**config.mk**
```make
export PLATFORM = sky130hd
export DESIGN_NAME = des_cbc_ctrl
export DESIGN_NICKNAME = d
export VERILOG_FILES = /design/src/rtl/des_pkg.sv /design/src/rtl/des_cbc_ctrl.sv
export SDC_FILE = /design/constraint.sdc
export NUM_CORES = 1
export LEC_CHECK = 0
export CORE_MARGIN = 2
export CORE_UTILIZATION = 38
export DETAILED_ROUTE_END_ITERATION = 8
export PLACE_DENSITY = 0.66
export SLEW_MARGIN = 20
export SYNTH_ARGS = -nofsm -noshare
export SYNTH_HDL_FRONTEND = slang
export SYNTH_SLANG_ARGS = --single-unit
```
**constraint.sdc**
```tcl
create_clock -name clk -period 11.5 [get_ports clk]
set_input_delay 2.3 -clock clk [delete_from_list [all_inputs] [get_ports clk]]
set_output_delay 2.3 -clock clk [all_outputs]
set_load 0.1 [all_outputs]
```
**src/rtl/des_pkg.sv**
```systemverilog
// Shared types and constants for the DES block-chaining front end.
package des_pkg;

    localparam int unsigned DES_BLK_W = 64;
    localparam int unsigned DES_KEY_W = 64;

    typedef enum logic [1:0] {
        S_IDLE   = 2'd0,
        S_LAUNCH = 2'd1,
        S_WAIT   = 2'd2,
        S_OUT    = 2'd3
    } state_e;

    // Plain constant views of the state encoding for legacy-style FSM code
    localparam logic [1:0] ST_IDLE   = S_IDLE;
    localparam logic [1:0] ST_LAUNCH = S_LAUNCH;
    localparam logic [1:0] ST_WAIT   = S_WAIT;
    localparam logic [1:0] ST_OUT    = S_OUT;

    localparam logic MODE_ENC  = 1'b0;
    localparam logic MODE_DEC  = 1'b1;
    localparam logic CHAIN_ECB = 1'b0;
    localparam logic CHAIN_CBC = 1'b1;

endpackage

```
**src/rtl/des_cbc_ctrl.sv**
```systemverilog
// ECB/CBC chaining front end feeding a DES core, one block in flight at a time.
module des_cbc_ctrl
    import des_pkg::*;
#(
    parameter int unsigned START_HOLD     = 2,
    parameter int unsigned TIMEOUT_CYCLES = 64
) (
    input  logic                 clk,
    input  logic                 rst,
    input  logic                 cfg_cbc,
    input  logic                 cfg_decrypt,
    input  logic [DES_KEY_W-1:0] cfg_key,
    input  logic [DES_BLK_W-1:0] cfg_iv,
    input  logic                 iv_load,
    input  logic                 s_valid,
    output logic                 s_ready,
    input  logic [DES_BLK_W-1:0] s_data,
    input  logic                 s_last,
    output logic                 m_valid,
    input  logic                 m_ready,
    output logic [DES_BLK_W-1:0] m_data,
    output logic                 m_last,
    output logic [DES_BLK_W-1:0] core_din,
    output logic                 core_start,
    output logic                 core_mode,
    output logic [DES_KEY_W-1:0] core_key,
    input  logic [DES_BLK_W-1:0] core_dout,
    input  logic                 core_valid,
    output logic                 busy,
    output logic                 err_timeout
);

    localparam int unsigned HOLD_W = $clog2(START_HOLD + 1);
    localparam int unsigned TMO_W  = $clog2(TIMEOUT_CYCLES + 1);

    logic [1:0]           state;
    logic [1:0]           state_d;
    logic [HOLD_W-1:0]    hold_cnt;
    logic [TMO_W-1:0]     tmo_cnt;
    logic [DES_BLK_W-1:0] chain;
    logic [DES_BLK_W-1:0] chain_in;
    logic [DES_BLK_W-1:0] blk_q;
    logic                 cbc_q;
    logic                 dec_q;
    logic                 last_q;

    logic accept;
    logic iv_take;
    logic hold_done;
    logic core_hit;
    logic timeout;
    logic out_done;

    // Event decode and next-state logic
    always_comb begin
        state_d   = state;
        accept    = s_valid & s_ready;
        iv_take   = iv_load & (state == ST_IDLE);
        hold_done = (state == ST_LAUNCH) && (hold_cnt == HOLD_W'(START_HOLD - 1));
        core_hit  = (state == ST_WAIT) && core_valid;
        timeout   = (state == ST_WAIT) && !core_valid
                    && (tmo_cnt >= TMO_W'(TIMEOUT_CYCLES - 1));
        out_done  = (state == ST_OUT) && m_valid && m_ready;
        // A simultaneous iv_load wins over the old chain value for this block
        chain_in  = iv_take ? cfg_iv : chain;

        case (state)
            ST_IDLE:   if (accept)    state_d = ST_LAUNCH;
            ST_LAUNCH: if (hold_done) state_d = ST_WAIT;
            ST_WAIT: begin
                if (core_hit)     state_d = ST_OUT;
                else if (timeout) state_d = ST_IDLE;
            end
            ST_OUT:    if (out_done)  state_d = ST_IDLE;
            default:   state_d = ST_IDLE;
        endcase
    end

    always_ff @(posedge clk or posedge rst) begin
        if (rst) state <= ST_IDLE;
        else     state <= state_d;
    end

    // Datapath, core interface and output stream registers
    always_ff @(posedge clk or posedge rst) begin
        if (rst) begin
            s_ready     <= 1'b0;
            busy        <= 1'b0;
            m_valid     <= 1'b0;
            m_data      <= '0;
            m_last      <= 1'b0;
            core_din    <= '0;
            core_start  <= 1'b0;
            core_mode   <= 1'b0;
            core_key    <= '0;
            err_timeout <= 1'b0;
            chain       <= '0;
            blk_q       <= '0;
            cbc_q       <= 1'b0;
            dec_q       <= 1'b0;
            last_q      <= 1'b0;
            hold_cnt    <= '0;
            tmo_cnt     <= '0;
        end else begin
            s_ready <= (state_d == ST_IDLE);
            busy    <= (state_d != ST_IDLE);

            if (iv_take) begin
                chain       <= cfg_iv;
                err_timeout <= 1'b0;
            end

            if (accept) begin
                cbc_q      <= cfg_cbc;
                dec_q      <= cfg_decrypt;
                last_q     <= s_last;
                blk_q      <= s_data;
                core_key   <= cfg_key;
                core_mode  <= cfg_decrypt;
                core_din   <= (cfg_cbc == CHAIN_CBC && cfg_decrypt == MODE_ENC)
                              ? (s_data ^ chain_in) : s_data;
                core_start <= 1'b1;
                hold_cnt   <= '0;
                tmo_cnt    <= '0;
            end

            if (state == ST_LAUNCH) begin
                hold_cnt <= hold_cnt + HOLD_W'(1);
                if (hold_done) core_start <= 1'b0;
            end

            // Timeout counter runs from the core_start rise and saturates
            if ((state == ST_LAUNCH || state == ST_WAIT)
                && tmo_cnt != TMO_W'(TIMEOUT_CYCLES)) begin
                tmo_cnt <= tmo_cnt + TMO_W'(1);
            end

            if (core_hit) begin
                m_valid <= 1'b1;
                m_last  <= last_q;
                if (cbc_q == CHAIN_CBC && dec_q == MODE_DEC) begin
                    m_data <= core_dout ^ chain;
                    chain  <= blk_q;
                end else begin
                    m_data <= core_dout;
                    if (cbc_q == CHAIN_CBC) chain <= core_dout;
                end
            end

            if (timeout) begin
                err_timeout <= 1'b1;
                chain       <= cfg_iv;
            end

            if (out_done) begin
                m_valid <= 1'b0;
                if (last_q && cbc_q == CHAIN_CBC) chain <= cfg_iv;
            end
        end
    end

endmodule

```
---- Word-level counts from Yosys, hierarchy flattened ----
Cells that the tools add are included.
operators by class
  add/subtract/negate cells ............... 2
  order comparisons ....................... 1
  eq/ne operators ......................... 5
  mux-type cells .......................... 26
  bitwise gates (word level) .............. 5
  reductions and logical operators ........ 19
operators by type and width
  operator               count
  $mux W64               9
  $xor A64 B64 Y64       2
  $mux W2                7
  $mux W7                2
  $logic_and A1 B1 Y1    10
  $reduce_bool A2 Y1     5
  $pmux W2 S4            1
  $add A7 B1 Y7 const B  1
  $ge A7 B6 Y1 const B   1
  $mux W1                7
  $ne A7 B7 Y1 const B   1
  $eq A2 B1 Y1 const B   2
  $eq A2 B2 Y1 const B   2
  $logic_not A2 Y1       2
  $add A2 B1 Y2 const B  1
  $and A1 B1 Y1          2
  $logic_not A1 Y1       1
  $logic_or A1 B1 Y1     1
  $not A1 Y1             1
word-level totals
  bits in registers ....................... 340
  bits of input ports ..................... 265
  output and inout bits ................... 199
  word-level logic and storage cells ...... 75

---- Logic depth before layout (Yosys ltp) ----
Gate-level depths: netlist of run 1.
  depth in word-level cells ............... 9
  gate-level depth with buffers ........... 8
  mapped depth without buffers ............ 6

---- Least setup slack after synthesis of run 1 ----
Ideal clock, no wire load.
  kind .................................... input port to flip-flop
  from .................................... input port iv_load
  to ...................................... register chain[9]
  library setup time ...................... 0.125 ns
  data arrival time ....................... 3.343 ns
  data required time ...................... 11.375 ns
  setup slack ............................. 8.032 ns
  cell stages on the path ................. 6
  path buffers ............................ 2
  path through ............................ clkbuf_1 -> clkbuf_1 -> a21boi_0 -> nor3_1 -> a21oi_1 -> mux2_4
on the way
  word-level cells in the longest chain between the ends .. 8
RTL lines
  what                  RTL line             text
  from (decl)           des_cbc_ctrl.sv:14   input logic iv_load,
  $and A1 B1 Y1 (*)     des_cbc_ctrl.sv:58   iv_take = iv_load & (state == ST_IDLE);
  $mux W64 (*)          des_cbc_ctrl.sv:108  if (iv_take) begin
  $mux W64              des_cbc_ctrl.sv:146  if (cbc_q == CHAIN_CBC) chain <= core_dout;
  $mux W64              des_cbc_ctrl.sv:141  if (cbc_q == CHAIN_CBC && dec_q == MODE_DEC) begin
  $mux W64 (*)          des_cbc_ctrl.sv:138  if (core_hit) begin
  $mux W64 (*)          des_cbc_ctrl.sv:150  if (timeout) begin
  $mux W64              des_cbc_ctrl.sv:157  if (last_q && cbc_q == CHAIN_CBC) chain <= cfg_iv;
  $mux W64 (*)          des_cbc_ctrl.sv:155  if (out_done) begin
  to (signal assigned)  des_cbc_ctrl.sv:143  chain <= blk_q;
  to (signal assigned)  des_cbc_ctrl.sv:152  chain <= cfg_iv;
  to (signal assigned)  des_cbc_ctrl.sv:157
  to (decl)             des_cbc_ctrl.sv:40   logic [DES_BLK_W-1:0] chain;
Every way passes the cells marked *; elsewhere a longest branch is shown, timed or not.
A chain may end at the register's enable or synchronous reset.

==> flow_metrics.tcl, run 1 <==
set metrics [dict create \
    cts_tree "yes" \
    drv_slew 0 \
    cp_data_arrival_time_ps 2570 \
    ys_warn_count 0 \
    path_cells "clkdlybuf4s50_1" \
    hold_buffers 0 \
    synth_compound_area_share_pct 11.5 \
    wl_um 53500 \
    syn_inst 1848 \
    fin_setup_tns_ps 0 \
    drcViolationCount 0 \
    synth_top_area_cell "dfrtp_1" \
    nets 2512 \
    fin_worst_skew_ps 7.41 \
    rr_startpoint "tmo_cnt[0]$_DFFE_PP0P_" \
    grt_overflow 0 \
    finalHoldViolations 0 \
    rsz0062_at_grt "no" \
    cts_made_buffers 41 \
    clockBufferDepth 3 \
    start_util_pct 38.5 \
    antenna_found_initial 7 \
    finalSetupViolCount 0 \
    yosys.area_share.xor_xnor_pct 6.64 \
    synth_top_area_share_pct 50.0 \
    worst_path_largest_cell_delay_ps 1280 \
    total_power_uw 8150 \
    cp_top_family "buffers and inverters" \
    syn_nets 2121 \
    grt_use_met1_pct 28.9 \
    worstMarginPinSlew_ps 1080 \
    worstPathMaxFanout 22 \
    ant_nets 0 \
    synthToLayoutAreaGrowth_pct 37.5 \
    crit_path_start_kind "flip-flop" \
    power_switching_uw 4320 \
    use_met2_pct 37.7 \
    status "completed" \
    synth_fa_ha_area_share_pct 0.588 \
    vias_per_cell 5.05 \
    combPwrFrac_pct 58.3 \
    holdCritStartpoint "core_key[44]$_DFFE_PP0P_" \
    grt_pass1_wl_um 84000 \
    hold-path-cell-count 2 \
    register_area_sq_um 8510 \
    met3_usage_pct 5.71 \
    dieArea_sq_um 46500 \
    synth_mux_area_share_pct 8.97 \
    dr.first_iter.drc_count 947 \
    core_area_sq_um 44200 \
    crit_type "reg2out" \
    fillers 4046 \
    cts.sinks 340 \
    grt_max_degree 171 \
    reg2reg_setup_slack_ps 8370 \
    multi_input_area_sq_um 7970 \
    internal-power_uw 3830 \
    final_layout_size_suffix_gt1_share_pct 6.70 \
    required_ps 9200 \
    max_cap_violations 0 \
    critPathSlowestCell "clkdlybuf4s50_1" \
    place_inst 2787 \
    fin_crit_ps 4870 \
    stdcell_count 2866 \
    slew-limit-headroom_pct 27.6 \
    hp-class "reg2reg" \
    synthTopCellsByArea "dfrtp_1, nand2_1, xor2_1, mux2_4, o21ai_0" \
    dr.pass1.iters 5 \
    r2r_end "chain[16]$_DFF_PP0_" \
    switching_share_pct 53.0 \
    wl_per_cell_um 18.7 \
    hold_slack_ps 471 \
    leakage_uw 0.0107 \
    ys_seq_area_share_pct 50.0 \
    place.gp.congestion 0.791 \
    die-width_um 216 \
    period_share_pct 42.4 \
    place_hpwl_um 34400 \
    yosys.area_share.simple_pct 18.7 \
    cts-root-buf "clkbuf_16" \
    fp.dieH_um 216 \
    post_cts.repair.setup_buffers 0 \
    place_area_sq_um 22000 \
    htree_levels 2 \
    ys_seq_elements 340 \
    busiest_layer "met2" \
    gr-usage-all-layers_pct 22.8 \
    power.density_nw_per_um2 348 \
    rows 77 \
    seqPwrFrac_pct 25.6 \
    ir_drop_mv 0.263 \
    synth_area_sq_um 17000 \
    r2r_cells 6 \
    port_buffers 463 \
    hold_end "core_key[44]$_DFFE_PP0P_" \
    endpoint_kind "output pin" \
    clock_power_share_pct 16.1 \
    synth_top_family_by_area "simple AND/OR/NAND/NOR gates" \
    finalInstanceArea_sq_um 23400 \
    grt_pass1_vias 14900 \
    pin_count 464 \
    path_clk_slew_ps 60 \
    clock_latency_ps 550 \
    cp_num_buf_inv 1 \
    vias 14500 \
    yosysUniqueCellTypes 40 \
    avgSynthCellArea_sq_um 9.21 \
    cts_resized 0 \
    max_freq_mhz 205 \
]
metal layers:
layer	vias to the layer above	share of wire [%]
met5	-	0.10
met4	8	3.3
met3	112	6.7
met2	447	48
met1	6966	42
li1	6944	-
how the worst max path moves through the flow:
stage / startpoint / end / slack (ps) / cells after the start
global route: dec_q$_DFFE_PP0P_ / core_mode / 6570 / 1
global placement: rst / core_din[34]$_DFFE_PP0P_ / 6360 / 4
floorplan: rst / blk_q[0]$_DFFE_PP0P_ / 4650 / 1
CTS: dec_q$_DFFE_PP0P_ / core_mode / 6560 / 1
finish: dec_q$_DFFE_PP0P_ / core_mode / 6630 / 1
detailed placement: rst / chain[35]$_DFF_PP0_ / 6310 / 4
sequential cells by signal, indices dropped and copies added, names as in the netlist, 2 cells and up:
register and count:
chain 64, state 2, blk_q 64, tmo_cnt 7, hold_cnt 2, core_key 64
m_data 64, core_din 64
cell type report:
cell class | instances | share of cell area [%]
flip-flops and latches | 340 | 36.4
multi-input cells | 1371 | 34.0
repair buffers | 477 | 20.4
clock buffers | 65 | 5.45
well taps | 592 | 3.16
clock inverters | 7 | 0.374
inverters | 8 | 0.144
diodes | 6 | 0.0642
synth_stat cells:
| cell type | number |
|---|---|
| nand2_1 | 597 |
| dfrtp_1 | 340 |
| xor2_1 | 129 |
| o21ai_0 | 126 |
| clkbuf_1 | 94 |
| o21ai_1 | 75 |
| and3_1 | 66 |
| nor3_1 | 64 |
| a21boi_0 | 61 |
| mux2_4 | 60 |
| a21oi_1 | 58 |
| mux2i_1 | 58 |
| buf_2 | 21 |
| nand3_1 | 15 |
| nor2_1 | 11 |
| a221oi_1 | 10 |
| buf_6 | 8 |
| ha_1 | 8 |
| inv_1 | 8 |
| buf_1 | 5 |
| mux2_1 | 4 |
| nand2b_1 | 4 |
| a21boi_1 | 3 |
| and2_1 | 3 |
| a21o_1 | 2 |
| nor2b_1 | 2 |
| o2bb2ai_1 | 2 |
| or3_1 | 2 |
| a211oi_1 | 1 |
| a22oi_1 | 1 |
| a2bb2oi_1 | 1 |
| a32o_1 | 1 |
| and3b_1 | 1 |
| and4_1 | 1 |
| buf_4 | 1 |
| o21ai_2 | 1 |
| o21ba_2 | 1 |
| o21bai_1 | 1 |
| o22a_1 | 1 |
| or4_1 | 1 |
cell usage in the layout (no fill, tap or decap), drive strengths merged, types with 11 or more instances in the layout:
cell / n
mux2i: 58
a21boi: 64
nand3: 15
o21ai: 202
nor2: 11
and3: 66
nor3: 64
mux2: 64
xor2: 129
a21oi: 58
clkdlybuf4s50: 461
dfrtp: 340
nand2: 597
buf: 16
clkbuf: 65
stage by stage:
step | setup WS [ps] | util [%]
2_1_floorplan | 4650 | -
3_3_place_gp | 6360 | 49.7
3_5_place_dp | 6310 | 49.7
4_1_cts | 6560 | 52.8
5_1_grt | 6570 | 52.9
6_report | 6630 | 52.9
power by group through the flow:
stage	logic, uW	registers (uW)	clock network [uW]
after global placement	4710	2080	0
after detailed placement	4770	2100	0
after CTS	4780	2090	1350
after floorplan	1360	4300	0
final	4750	2080	1310
after global routing	5000	2160	1400
kinds of logic after synthesis:
kind of cell / after synthesis
and+or+nand+nor: 767
AOI/OAI and AO/OA: 345
DFF: 340
buffers and inverters: 137
xor gates and xnor gates: 129
muxes: 122
adders and majority gates: 8
(Power assumes the default switching activity.)
==> run 2, diff against run 1 <==
==> constraint.sdc (replaced) <==
create_clock -name clk -period 4 [get_ports clk]
set_input_delay 0.8 -clock clk [delete_from_list [all_inputs] [get_ports clk]]
set_output_delay 0.8 -clock clk [all_outputs]
set_load 0.1 [all_outputs]
==> run 2 against run 1 <==
Compared with the run above:
- global-route usage up 0.37 points
- via count up 1.1%
- non-clock buffer count up 15
- clock skew up 9.8 ps
- critical endpoint is now s_ready
==> flow_metrics.tcl, run 2 (same netlist as run 1, synthesis figures left out) <==
set metrics [dict create \
    dieArea_sq_um 46500 \
    cp_data_arrival_time_ps 2160 \
    combPwrFrac_pct 58.5 \
    path_clk_slew_ps 50 \
    fillers 3927 \
    max_freq_mhz 338 \
    cp_num_buf_inv 1 \
    max_cap_violations 0 \
    vias 14600 \
    place_hpwl_um 36000 \
    hp-class "reg2reg" \
    switching_share_pct 52.8 \
    cts.sinks 340 \
    clock_latency_ps 550 \
    cp.depth 1 \
    reg2reg_setup_slack_ps 1430 \
    fin_worst_skew_ps 17.2 \
    internal-power_uw 11100 \
    post_cts.repair.setup_buffers 0 \
    synthToLayoutAreaGrowth_pct 38.8 \
    start_util_pct 38.5 \
    hold_buffers 0 \
    setup_ws_ps 1040 \
    final_cell_mix "nand2_1, clkdlybuf4s50_1, dfrtp_1" \
    finalSetupViolCount 0 \
    dr.first_iter.drc_count 824 \
    grt_max_degree 82 \
    dp_slack_ps 957 \
    critPathSlowestCell "clkdlybuf4s50_1" \
    core_area_sq_um 44200 \
    nets 2526 \
    required_ps 3200 \
    worstMarginPinSlew_ps 1070 \
    pin_count 464 \
    clockBufferDepth 3 \
    grt_pass1_wl_um 85500 \
    setup.worst_path.start "s_ready$_DFF_PP0_" \
    power_switching_uw 12500 \
    power.density_nw_per_um2 999 \
    slew-limit-headroom_pct 28.2 \
    ir_drop_mv 0.636 \
    rr_startpoint "state[0]$_DFF_PP0_" \
    seqPwrFrac_pct 25.3 \
    dr.pass1.iters 5 \
    grt_overflow 0 \
    path_cells "clkdlybuf4s50_1" \
    rsz0062_at_grt "no" \
    worstPathMaxFanout 4 \
    gr-usage-all-layers_pct 23.2 \
    die-width_um 216 \
    port_buffers 463 \
    cts_resized 0 \
    wl_um 54200 \
    vias_per_cell 5.09 \
    cts_tree "yes" \
    period_share_pct 74.0 \
    final_layout_size_suffix_gt1_share_pct 7.46 \
    endpoint_kind "output pin" \
    ant_nets 0 \
    crit_end "s_ready" \
    rows 77 \
    r2r_end "core_din[63]$_DFFE_PP0P_" \
    place.gp.congestion 0.798 \
    worst_path_largest_cell_delay_ps 1190 \
    finalHoldViolations 0 \
    fp.dieH_um 216 \
    crit_type "reg2out" \
    r2r_cells 7 \
    cts_made_buffers 40 \
    drcViolationCount 0 \
    crit_path_start_kind "flip-flop" \
    wl_per_cell_um 18.8 \
    htree_levels 2 \
    cts-root-buf "clkbuf_16" \
    drv_slew 0 \
    antenna_found_initial 8 \
    clock_power_share_pct 16.1 \
    leakage_uw 0.0108 \
    grt_pass1_vias 15000 \
    hold_slack_ps 470 \
    cp_top_family "buffers and inverters" \
    status "completed" \
    fin_crit_ps 2960 \
    mostFrequentLayoutCell "nand2_1" \
]
## run 2: changes by cell type in the layout (fill, tap and decap cells not counted)
cell	delta
nand2_8	-1
bufinv_16	+3
clkbuf_1	-4
buf_16	-1
clkdlybuf4s50_1	-2
nand2_4	+1
buf_6	-1
clkinv_2	+4
clkinvlp_4	+2
buf_4	+7
clkbuf_8	-8
buf_12	+12
## run 2: worst min path at each step
| stage | endpoint | start | slack, ps | depth (start not counted) |
|---|---|---|---|---|
| floorplan | blk_q[0]$_DFFE_PP0P_ | blk_q[0]$_DFFE_PP0P_ | 450 | 2 |
| global placement | blk_q[55]$_DFFE_PP0P_ | blk_q[55]$_DFFE_PP0P_ | 460 | 2 |
| detailed placement | core_key[55]$_DFFE_PP0P_ | core_key[55]$_DFFE_PP0P_ | 460 | 2 |
| CTS | core_key[55]$_DFFE_PP0P_ | core_key[55]$_DFFE_PP0P_ | 470 | 2 |
| global route | core_key[45]$_DFFE_PP0P_ | core_key[45]$_DFFE_PP0P_ | 490 | 2 |
| finish | core_key[55]$_DFFE_PP0P_ | core_key[55]$_DFFE_PP0P_ | 470 | 2 |
## run 2: area by class of cell
cell class | instances | area [sq um] | share of cell area [%]
sequential | 340 | 8510 | 36.0
antenna | 6 | 15.0 | 0.0635
clock buffer | 53 | 1150 | 4.87
multi-input combinational | 1371 | 7960 | 33.7
tap | 592 | 741 | 3.13
clock inverter | 16 | 213 | 0.900
timing repair buffer | 492 | 5000 | 21.2
inverter | 8 | 33.8 | 0.143
## run 2: power groups by stage
stage / clock, uW / combinational [uW] / sequential, uW
after global routing: 4040 / 14600 / 6180
after floorplan: 0 / 3920 / 12400
after detailed placement: 0 / 13800 / 6020
after global placement: 0 / 13700 / 5970
after CTS: 3890 / 13900 / 5990
final: 3810 / 13800 / 5980
## run 2: layer usage
metal  wire (um)  global-route usage, %
met5          28                      0
met3        4190                   6.27
met1       22500                   29.4
met4        1670                   9.52
met2       25900                   37.5
## run 2: per-stage QoR
stage	power (uW)	instance area, sq um	util [%]	instances	setup TNS (ps)
finish	23600	23600	53.4	2878	0
global route	24800	23600	53.4	2878	0
CTS	23800	23600	53.4	2872	0
detailed placement	19900	22300	50.3	2803	0
global placement	19700	22300	50.3	2803	0
floorplan	16300	17000	-	1848	-457820
==> run 3, diff against run 2 <==
==> constraint.sdc (replaced) <==
create_clock -name clk -period 2.4 [get_ports clk]
set_input_delay 0.48 -clock clk [delete_from_list [all_inputs] [get_ports clk]]
set_output_delay 0.48 -clock clk [all_outputs]
set_load 0.1 [all_outputs]
==> run 3 against run 2 <==
Compared with the run above:
- total power increased by 63%
- register-to-register slack worse by 1300 ps
- critical path depth rose by 5
- via count down 0.59%
- global-route usage decreased by 0.31 points
- cell area fell by 1.2%
- hold slack got worse by 69 ps
- clock power rose by 53%
==> flow_metrics.tcl, run 3 (same netlist as run 1, synthesis figures left out) <==
set metrics [dict create \
    status "completed" \
    required_ps 2820 \
    worstMarginPinSlew_ps 581 \
    hp-class "in2async" \
    critPathSlowestCell "dfrtp_1" \
    reg2reg_setup_slack_ps 180 \
    path_clk_slew_ps 70 \
    vias_per_cell 5.03 \
    start_util_pct 38.5 \
    nets 2543 \
    vias 14500 \
    max_cap_violations 0 \
    grt_max_degree 103 \
    port_buffers 463 \
    endpoint_kind "flip-flop" \
    wl_um 53700 \
    fin_worst_skew_ps 14.3 \
    fp.dieH_um 216 \
    pin_count 464 \
    use_met2_pct 38.1 \
    gr-usage-all-layers_pct 22.9 \
    max_freq_mhz 450 \
    clockBufferDepth 3 \
    fillers 4012 \
    period_share_pct 92.6 \
    cts_made_buffers 40 \
    grt_pass1_vias 14800 \
    cts_tree "yes" \
    fin_crit_ps 2220 \
    worst_path_largest_cell_delay_ps 450 \
    place_hpwl_um 37100 \
    final_cell_mix "nand2_1, dfrtp_1, clkdlybuf4s50_1" \
    wl_per_cell_um 18.6 \
    drv_slew 0 \
    grt_overflow 0 \
    finalSetupViolCount 0 \
    total_power_uw 38500 \
    final_layout_size_suffix_gt1_share_pct 16.4 \
    drcViolationCount 0 \
    die-width_um 216 \
    register_area_sq_um 8510 \
    rows 77 \
    rr_startpoint "tmo_cnt[0]$_DFFE_PP0P_" \
    mostFrequentLayoutCell "nand2_1" \
    ant_nets 0 \
    antenna_found_initial 5 \
    cp_data_arrival_time_ps 2650 \
    core_area_sq_um 44200 \
    cts-root-buf "clkbuf_16" \
    busiest_layer "met2" \
    multi_input_area_sq_um 7960 \
    dr.pass1.iters 5 \
    power.density_nw_per_um2 1650 \
    cts.sinks 340 \
    r2r_end "chain[1]$_DFF_PP0_" \
    crit_type "reg2reg" \
    ir_drop_mv 1.29 \
    htree_levels 2 \
    crit_path_start_kind "flip-flop" \
    place.gp.congestion 0.801 \
    r2r_cells 6 \
    grt_pass1_wl_um 83700 \
    setup.worst_path.start "tmo_cnt[0]$_DFFE_PP0P_" \
    path_cells "ha_1 -> a21o_1 -> a21oi_1 -> o22a_4 -> buf_12 -> mux2_1" \
    met3_usage_pct 6.16 \
    synthToLayoutAreaGrowth_pct 37.2 \
    grt_use_met1_pct 28.6 \
    slew-limit-headroom_pct 61.2 \
    dr.first_iter.drc_count 854 \
    worstPathMaxFanout 33 \
    finalHoldViolations 0 \
    rsz0062_at_grt "no" \
    clock_latency_ps 550 \
    dieArea_sq_um 46500 \
    leakage_uw 0.0112 \
    hold_slack_ps 401 \
]
## run 3: changes by cell type in the layout (fill, tap and decap cells not counted), moves of 2 or more
cell             delta
buf_12             +17
buf_4             +195
bufinv_16           -5
clkbuf_1            +5
clkdlybuf4s50_1   -196
clkinv_2            -2
clkinvlp_4          -2
diode_2             -2
## run 3: where the power goes
| group | switching, uW | internal [uW] |
|---|---|---|
| clock network | 2420 | 3400 |
| logic | 16800 | 5940 |
| registers | 1560 | 8380 |
## run 3: repair_timing
action | 4_1_cts | 5_1_grt
resized for setup | 2 | 0
buffers inserted | 2 | 0
hold buffers | 0 | 0
endpoints found under the setup margin | 1 | 0
## run 3: worst max path at each step
stage | end
floorplan | blk_q[0]$_DFFE_PP0P_
global placement | chain[1]$_DFF_PP0_
detailed placement | chain[1]$_DFF_PP0_
CTS | chain[1]$_DFF_PP0_
global route | chain[0]$_DFF_PP0_
finish | chain[1]$_DFF_PP0_
## run 3: per-stage QoR
step                util, %  instance area, sq um  std cells  setup TNS, ps  worst slack (ps)
finish                 52.8                 23400       2892              0               178
floorplan                 -                 17000       1848        -893020             -2630
CTS                    52.8                 23300       2888              0               169
global placement       49.9                 22100       2818              0               158
global route           52.8                 23400       2890              0              58.1
detailed placement     49.9                 22100       2818              0               128
## run 3: layout make-up
cell class / count / area share (%)
sequential: 340 / 36.4
multi-input combinational: 1371 / 34.1
timing repair buffer: 509 / 20.8
clock buffer: 59 / 5.07
tap: 592 / 3.17
clock inverter: 9 / 0.236
inverter: 8 / 0.145
antenna: 4 / 0.0429
## run 3: critical path, delay by kind of cell (launching register included)
kind	cells	cell delay (ps)
AOI/OAI and AO/OA	3	700
DFF	1	450
muxes	1	350
adders and majority gates	1	290
buffers and inverters	1	290
## run 3: metal layers
metal	part of all wire (%)	up-vias	wire length [um]
met5	0.091	-	49
met4	2.9	6	1560
met3	7.5	87	4000
met2	48	491	25800
met1	42	6981	22300
li1	-	6984	-
